$ cat config.mk
export PLATFORM = sky130hd
export DESIGN_NAME = conf_int_div__seq__acc_apx
export DESIGN_NICKNAME = d
export VERILOG_FILES = /design/src/rtl/conf_int_div__seq__acc_apx.sv
export SDC_FILE = /design/constraint.sdc
export NUM_CORES = 1
export LEC_CHECK = 0
export ABC_AREA = 1
export ABC_CLOCK_PERIOD_IN_PS = 2800
export CORE_MARGIN = 2
export CORE_UTILIZATION = 25
export DETAILED_ROUTE_END_ITERATION = 6
export GPL_ROUTABILITY_DRIVEN = 0
export PLACE_DENSITY = 0.43
export SLEW_MARGIN = 40
export SYNTH_ARGS = -nofsm -noshare
export SYNTH_HDL_FRONTEND = slang
export SYNTH_SLANG_ARGS = --single-unit
$ cat constraint.sdc
create_clock -name clk -period 2.8 [get_ports clk]
set_clock_uncertainty 0.15 [all_clocks]
set_input_delay 0.56 -clock clk [delete_from_list [all_inputs] [get_ports clk]]
set_output_delay 0.56 -clock clk [all_outputs]
set_load 0.01 [all_outputs]
$ cat src/rtl/conf_int_div__seq__acc_apx.sv
// Sequential restoring divider: 2W-bit dividend by W-bit divisor. In approximate
// mode the low APX_DROP_BITS quotient iterations are skipped and those bits read as zero.
module conf_int_div__seq__acc_apx #(
    parameter int DATA_PATH_BITWIDTH = 32,
    parameter int APX_DROP_BITS      = 8
) (
    input  logic                            clk,
    input  logic                            rst,
    input  logic                            start,
    input  logic                            acc__sel,
    input  logic [2*DATA_PATH_BITWIDTH-1:0] a,
    input  logic [DATA_PATH_BITWIDTH-1:0]   b,
    output logic                            busy,
    output logic                            done,
    output logic [DATA_PATH_BITWIDTH-1:0]   q,
    output logic [DATA_PATH_BITWIDTH-1:0]   r,
    output logic                            err
);
    localparam int W  = DATA_PATH_BITWIDTH;
    localparam int D  = APX_DROP_BITS;
    localparam int CW = $clog2(W + 1);

    typedef enum logic [1:0] {
        ST_IDLE = 2'd0,
        ST_RUN  = 2'd1,
        ST_DONE = 2'd2
    } state_t;

    state_t          r_state;
    state_t          w_state_next;
    logic [W-1:0]    r_rem;
    logic [W-1:0]    r_lo;
    logic [W-2:0]    r_quo;
    logic [W-1:0]    r_div;
    logic [CW-1:0]   r_cnt;
    logic            r_acc;
    logic [W-1:0]    r_q;
    logic [W-1:0]    r_r;
    logic            r_err;

    logic            w_div_err;
    logic            w_last;
    logic [W:0]      w_rem_shift;
    logic [W-1:0]    w_rem_sub;
    logic [W-1:0]    w_rem_next;
    logic            w_q_bit;
    logic [W-1:0]    w_quo_next;

    assign w_div_err = (a[2*W-1:W] >= b);
    assign w_last    = (r_cnt == CW'(1));
    assign busy      = (r_state != ST_IDLE);
    assign done      = (r_state == ST_DONE);
    assign q         = r_q;
    assign r         = r_r;
    assign err       = r_err;

    // One restoring step; the partial remainder is always below the divisor, so
    // the W-bit difference never loses information.
    always_comb begin
        w_rem_shift = {r_rem, r_lo[W-1]};
        w_rem_sub   = w_rem_shift[W-1:0] - r_div;
        if (w_rem_shift >= {1'b0, r_div}) begin
            w_q_bit    = 1'b1;
            w_rem_next = w_rem_sub;
        end else begin
            w_q_bit    = 1'b0;
            w_rem_next = w_rem_shift[W-1:0];
        end
        w_quo_next = {r_quo, w_q_bit};
    end

    // Next-state selection for the handshake FSM.
    always_comb begin
        w_state_next = r_state;
        case (r_state)
            ST_IDLE: begin
                if (start) begin
                    if (w_div_err) begin
                        w_state_next = ST_DONE;
                    end else begin
                        w_state_next = ST_RUN;
                    end
                end else begin
                    w_state_next = ST_IDLE;
                end
            end
            ST_RUN: begin
                if (w_last) begin
                    w_state_next = ST_DONE;
                end else begin
                    w_state_next = ST_RUN;
                end
            end
            ST_DONE: w_state_next = ST_IDLE;
            default: w_state_next = ST_IDLE;
        endcase
    end

    // State register.
    always_ff @(posedge clk or negedge rst) begin
        if (!rst) begin
            r_state <= ST_IDLE;
        end else begin
            r_state <= w_state_next;
        end
    end

    // Operand capture, iteration and result registers; results load only on the
    // edge that enters DONE so they are valid exactly when done rises.
    always_ff @(posedge clk or negedge rst) begin
        if (!rst) begin
            r_rem <= {W{1'b0}};
            r_lo  <= {W{1'b0}};
            r_quo <= {(W-1){1'b0}};
            r_div <= {W{1'b0}};
            r_cnt <= {CW{1'b0}};
            r_acc <= 1'b0;
            r_q   <= {W{1'b0}};
            r_r   <= {W{1'b0}};
            r_err <= 1'b0;
        end else begin
            case (r_state)
                ST_IDLE: begin
                    if (start) begin
                        r_acc <= acc__sel;
                        r_div <= b;
                        r_rem <= a[2*W-1:W];
                        r_lo  <= a[W-1:0];
                        r_quo <= {(W-1){1'b0}};
                        r_cnt <= acc__sel ? CW'(W) : CW'(W - D);
                        if (w_div_err) begin
                            r_q   <= {W{1'b1}};
                            r_r   <= {W{1'b0}};
                            r_err <= 1'b1;
                        end
                    end
                end
                ST_RUN: begin
                    r_rem <= w_rem_next;
                    r_lo  <= {r_lo[W-2:0], 1'b0};
                    r_quo <= w_quo_next[W-2:0];
                    r_cnt <= r_cnt - CW'(1);
                    if (w_last) begin
                        r_q   <= r_acc ? w_quo_next : (w_quo_next << D);
                        r_r   <= r_acc ? w_rem_next : {W{1'b0}};
                        r_err <= 1'b0;
                    end
                end
                default: begin
                    r_cnt <= r_cnt;
                end
            endcase
        end
    end

endmodule

==> impl_metrics.env, run 1 <==
export IMPL_final_util_pct=33.7
export IMPL_seq_area_frac_synth_pct=40.9
export IMPL_core_area_um2=48700
export IMPL_path_cells="clkdlybuf4s50_1 -> inv_1 -> ha_1 -> nand4_1 -> nor3_2 -> buf_4 -> nand2_1 -> nand4_1 -> buf_4 -> nand3_4 -> clkbuf_16 -> o21ai_2"
export IMPL_period_needed_ps=2750
export IMPL_tightest_slew_ps=626
export IMPL_max_freq_mhz=363
export IMPL_finalHoldViolCount=0
export IMPL_dieArea_um2=51000
export IMPL_ant_nets=0
export IMPL_tritoncts="built"
export IMPL_nets=2064
export IMPL_power_leakage_nw=8.09
export IMPL_fp_row_count=81
export IMPL_synthesis_area_um2=12300
export IMPL_ys_types=42
export IMPL_clock_sinks=201
export IMPL_period_share_pct=98.4
export IMPL_synth_seq_cells=201
export IMPL_routedWlPerCell_um=15.7
export IMPL_slowest_stage="clkdlybuf4s50_1"
export IMPL_wl_um=40400
export IMPL_num_io_pins=167
export IMPL_synthFlopType="dfrtp_1"
export IMPL_dpl_hpwl_um=30000
export IMPL_post_route_drc_count=0
export IMPL_syn_area_per_cell_um2=7.34
export IMPL_syn2layout_area_growth_pct=33.7
export IMPL_htreeDepth=1
export IMPL_hp_class="input port to flip-flop"
export IMPL_grt_pass1_vias=11567
export IMPL_maxCapViolCount=0
export IMPL_antenna_found_initial=0
export IMPL_final_cell_mix="nand2_1 (443), inv_1 (307), dfrtp_1 (201)"
export IMPL_grt_first_pass_wirelength_um=62700
export IMPL_overflow=0
export IMPL_initial_core_util_pct=25.2
export IMPL_syn_nets=1841
export IMPL_clockRootBuffer="clkbuf_16"
export IMPL_maxSlewHeadroom_pct=58.1
export IMPL_outcome="completed"
export IMPL_slew_viol_final=0
export IMPL_path_clk_slew_ps=60
export IMPL_grtUsageTotal_pct=15.4
export IMPL_clock_path_buffers=3
export IMPL_chipWidth_um=226
export IMPL_fp_dieH_um=226
export IMPL_async_flop_share_pct=100
export IMPL_startpoint_type="input port"
export IMPL_drive_above_1_share_pct=11.1
export IMPL_crit_type="input port to flip-flop"
export IMPL_syn_inst=1674
export IMPL_first_iter_violations=646
export IMPL_crit_fanout=8
export IMPL_endpoint_kind="flip-flop"
export IMPL_numCtsBuffers=25
export IMPL_via_per_inst=4.42
export IMPL_final_common_cell="nand2_1"
export IMPL_ir_worst_vdd_mv=0.355
export IMPL_setup_viol=0
export IMPL_synth_warnings=0
export IMPL_vias=11403
export IMPL_p_per_area_nw_per_um2=393
export IMPL_drt_pass1_iterations=5
export IMPL_clock_latency_ps=550
export IMPL_whs_ps=266
export IMPL_synth_edf_count=0
export IMPL_cp_data_arrival_time_ps=3070
export IMPL_grt_max_degree=128
export IMPL_io_buffers=166
export IMPL_required_ps=3120
export IMPL_slowest_delay_ps=520
metal layers:
| layer | vias to the layer above | track usage (%) | wire length (um) |
|---|---|---|---|
| met4 | 0 | 3.31 | 806 |
| met1 | 5365 | 20.7 | 18900 |
| met5 | - | 0 | 0 |
| met3 | 55 | 1.98 | 1500 |
| met2 | 193 | 26.4 | 19200 |
| li1 | 5790 | - | - |
sequential cells by signal, summed over array words and instances (netlist names):
name,count
q,32
r,32
r_div,32
r_lo,32
r_rem,32
r_quo,31
r_cnt,6
r_state,2
err,1
r_acc,1
final timing paths:
path	slack (ps)	startpoint	cells after the start	endpoint
max	50	b[1]	12	r[26]$_DFFE_PN0P_
min	270	b[4]	4	r_div[4]$_DFFE_PN0P_
max reg2reg	210	r_div[17]$_DFFE_PN0P_	14	r_rem[20]$_DFFE_PN0P_
min reg2reg	330	r_div[16]$_DFFE_PN0P_	2	r_div[16]$_DFFE_PN0P_
max in group asynchronous	1400	rst	3	q[4]$_DFFE_PN0P_
min in group asynchronous	390	rst	2	r_quo[26]$_DFFE_PN0P_
cell type report:
cell class	count	area, um2
repair buffers	261	2580
clock inverters	3	57.6
well taps	664	831
diodes	1	2.50
inverters	327	1230
flip-flops and latches	201	5030
fillers	5242	32300
multi-input cells	1081	5970
clock buffers	40	722
through the flow:
stage / TNS (ps) / worst slack [ps] / area, um2 / std cells / total power, W
final: 0 / 45.5 / 16400 / 2578 / 0.00646
after global routing: -1.19 / -1.19 / 16400 / 2577 / 0.00672
after CTS: 0 / 29.4 / 16000 / 2570 / 0.00655
after detailed placement: -45730 / -735 / 15300 / 2526 / 0.00337
after global placement: -48910 / -772 / 15300 / 2526 / 0.00337
after floorplan: 0 / 490 / 12300 / 1674 / 0.00305
power by group:
| part | internal [W] | switching, W | total, W | leakage, nW |
|---|---|---|---|---|
| Combinational | 0.000231 | 0.000188 | 0.000419 | 5.30 |
| Sequential | 0.00291 | 0 | 0.00291 | 2.42 |
| Clock | 0.00185 | 0.00128 | 0.00313 | 0.374 |
critical path: cells and delay by family:
kind	cells	cell delay, ps
buf+inv	5	1160
fa+ha+maj	1	290
simple gates	5	910
compound gates	1	140
cell families after synthesis:
logic type | synth area share, %
xor gates and xnor gates | 1.21
adders and majority gates | 6.88
AOI/OAI and AO/OA | 14.3
buffers and inverters | 12.3
DFF | 40.9
and+or+nand+nor | 24.4
repair_timing:
action | CTS | global route
pin swaps | 0 | 10
endpoints found under the hold margin | 40 | 0
gates cloned | 0 | 5
resized for setup | 2 | 67
setup endpoints to repair | 65 | 97
buffers inserted | 0 | 2
hold buffers | 1 | 0
synth_stat cells (10+ instances only):
cell	n	share of area (%)
nor3_1	38	1.5
clkbuf_1	45	1.4
buf_2	10	0.41
xnor2_1	15	1.1
inv_1	314	9.6
a221oi_1	31	2.2
a21oi_1	37	1.5
inv_2	12	0.37
a21boi_1	31	1.9
ha_1	66	6.7
a22oi_1	25	1.5
o21ai_0	97	3.9
nand3_1	97	3.9
dfrtp_1	201	41
nand2_1	449	14
o22ai_1	31	1.6
nor2_1	72	2.2
nand4_1	14	0.71
o21ai_1	32	1.3
(Power assumes the default switching activity.)
==> inputs of run 2 (changes only) <==
CTS_CLUSTER_SIZE = 14   (was default)
SETUP_SLACK_MARGIN = 0.4   (was default)
==> run 2 against run 1 <==
  * First-iteration DRC count increased by 2.5%
  * Maximum frequency grew 16%
  * Clock power barely moved
  * Sequential power about the same
  * Routed wire length grew 3.4%
  * Via count grew 3.1%
  * Die area stayed put
  * Final area up 8.7%
==> impl_metrics.env, run 2 (synthesized netlist as in run 1, its figures left out) <==
export IMPL_outcome="completed"
export IMPL_max_freq_mhz=421
export IMPL_p_seq_share_pct=44.6
export IMPL_wl_um=41800
export IMPL_dpl_hpwl_um=30000
export IMPL_switchingPower_w=0.00151
export IMPL_finalHoldViolCount=0
export IMPL_p_int_w=0.00501
export IMPL_vias=11761
export IMPL_place_ws_ps=-735
export IMPL_required_ps=3070
export IMPL_via_per_inst=4.47
export IMPL_grt_pass1_vias=11977
export IMPL_maxSlewHeadroom_pct=60.9
export IMPL_routedWlPerCell_um=15.9
export IMPL_slowest_delay_ps=270
export IMPL_slew_viol_final=0
export IMPL_tightest_slew_ps=587
export IMPL_fp_dieH_um=226
export IMPL_ant_nets=0
export IMPL_initial_core_util_pct=25.2
export IMPL_maxCapViolCount=0
export IMPL_syn2layout_area_growth_pct=45.4
export IMPL_fp_row_count=81
export IMPL_first_iter_violations=662
export IMPL_tritoncts="built"
export IMPL_p_comb_share_pct=7.3
export IMPL_slowest_stage="ha_4"
export IMPL_endpoint_kind="flip-flop"
export IMPL_chipWidth_um=226
export IMPL_cp_data_arrival_time_ps=2650
export IMPL_post_route_drc_count=0
export IMPL_core_area_um2=48700
export IMPL_antenna_found_initial=2
export IMPL_numCtsBuffers=25
export IMPL_ir_worst_vdd_mv=0.353
export IMPL_hp_class="input port to flip-flop"
export IMPL_worst_path_buf_inv=5
export IMPL_path_cells="buf_2 -> ha_4 -> nand2_2 -> nor2_4 -> nand4_1 -> nor3_4 -> buf_4 -> nand2_2 -> nand4_1 -> buf_4 -> nand2_8 -> buf_12 -> buf_16 -> nand2_1 -> o21ai_1"
export IMPL_grt_setup_unrepaired="yes"
export IMPL_final_common_cell="nand2_1"
export IMPL_grtUsageTotal_pct=16.2
export IMPL_htreeDepth=1
export IMPL_placed_area_um2=15300
export IMPL_crit_fanout=8
export IMPL_fin_area_um2=17900
export IMPL_fin_ws_ps=427
export IMPL_crit_type="input port to flip-flop"
export IMPL_period_share_pct=84.8
export IMPL_path_clk_slew_ps=60
export IMPL_setup_tns_ps=0
export IMPL_drive_above_1_share_pct=23.2
export IMPL_grt_max_degree=128
export IMPL_clock_sinks=201
export IMPL_drt_pass1_iterations=5
export IMPL_grt_first_pass_wirelength_um=65500
export IMPL_netSwitchingFraction_pct=23.1
export IMPL_startpoint_type="input port"
export IMPL_nets=2117
export IMPL_setup_viol=0
export IMPL_final_cell_mix="nand2_1 (396), inv_1 (269), dfrtp_1 (201)"
export IMPL_period_needed_ps=2370
export IMPL_dieArea_um2=51000
export IMPL_num_io_pins=167
export IMPL_finalPower_w=0.00651
export IMPL_fillers=5103
export IMPL_p_per_area_nw_per_um2=365
export IMPL_io_buffers=166
export IMPL_crit_family="simple AND/OR/NAND/NOR gates"
export IMPL_clkPwrFrac_pct=48.1
export IMPL_overflow=0
export IMPL_clock_latency_ps=550
export IMPL_clock_path_buffers=3
export IMPL_power_leakage_nw=8.53
export IMPL_clockRootBuffer="clkbuf_16"
==> run 2: metal layers <==
| layer | GRT usage (%) | vias up | part of all wire (%) |
|---|---|---|---|
| li1 | - | 5906 | - |
| met1 | 21.6 | 5579 | 47 |
| met2 | 27.8 | 213 | 48 |
| met3 | 2.16 | 61 | 3.9 |
| met4 | 3.50 | 2 | 1.9 |
| met5 | 0 | - | 0.024 |
==> run 2: area by class of cell <==
cell class | count | area, um2 | share of cell area (%)
sequential | 201 | 5030 | 28.1
clock inverter | 3 | 57.6 | 0.322
inverter | 327 | 1230 | 6.91
tap | 664 | 831 | 4.65
multi-input combinational | 1082 | 7050 | 39.4
timing repair buffer | 313 | 2940 | 16.5
antenna | 1 | 2.50 | 0.0140
clock buffer | 40 | 722 | 4.04
==> run 2: power groups by stage <==
stage	combinational (W)	sequential (W)	clock (W)
final	0.000476	0.00291	0.00313
after detailed placement	0.000410	0.00296	0
after global placement	0.000408	0.00296	0
after floorplan	0.0000891	0.00296	0
after CTS	0.000474	0.00291	0.00323
after global routing	0.000530	0.00290	0.00335
==> run 2: what timing repair did <==
item	CTS	global route
buffers inserted	33	20
hold buffers	1	0
hold endpoints to repair	40	0
pin swaps	33	53
resized for setup	246	145
endpoints found under the setup margin	101	99
cloned	5	2
==> run 2: through the flow <==
stage,cells,utilization (%),hold WS (ps)
after floorplan,1674,-,114
after global placement,2526,31.3,317
after detailed placement,2526,31.3,323
after CTS,2608,35.3,236
after global routing,2630,36.6,189
final,2631,36.7,191
==> run 2: final timing paths <==
path,endpoint,slack [ps],from,cells after the start
setup / recovery,r[30]$_DFFE_PN0P_,430,a[37],15
hold / removal,r_div[16]$_DFFE_PN0P_,190,b[16],3
setup reg to reg,r_rem[28]$_DFFE_PN0P_,510,r_lo[31]$_DFFE_PN0P_,16
hold reg to reg,r_div[16]$_DFFE_PN0P_,330,r_div[16]$_DFFE_PN0P_,2
max in group asynchronous,r_lo[7]$_DFFE_PN0P_,1390,rst,3
min in group asynchronous,r_quo[25]$_DFFE_PN0P_,390,rst,2
==> run 2: tightest hold or removal path, delay by kind of cell <==
kind,cells,cell delay [ps]
AOI/OAI and AO/OA,1,80
buffers and inverters,2,200
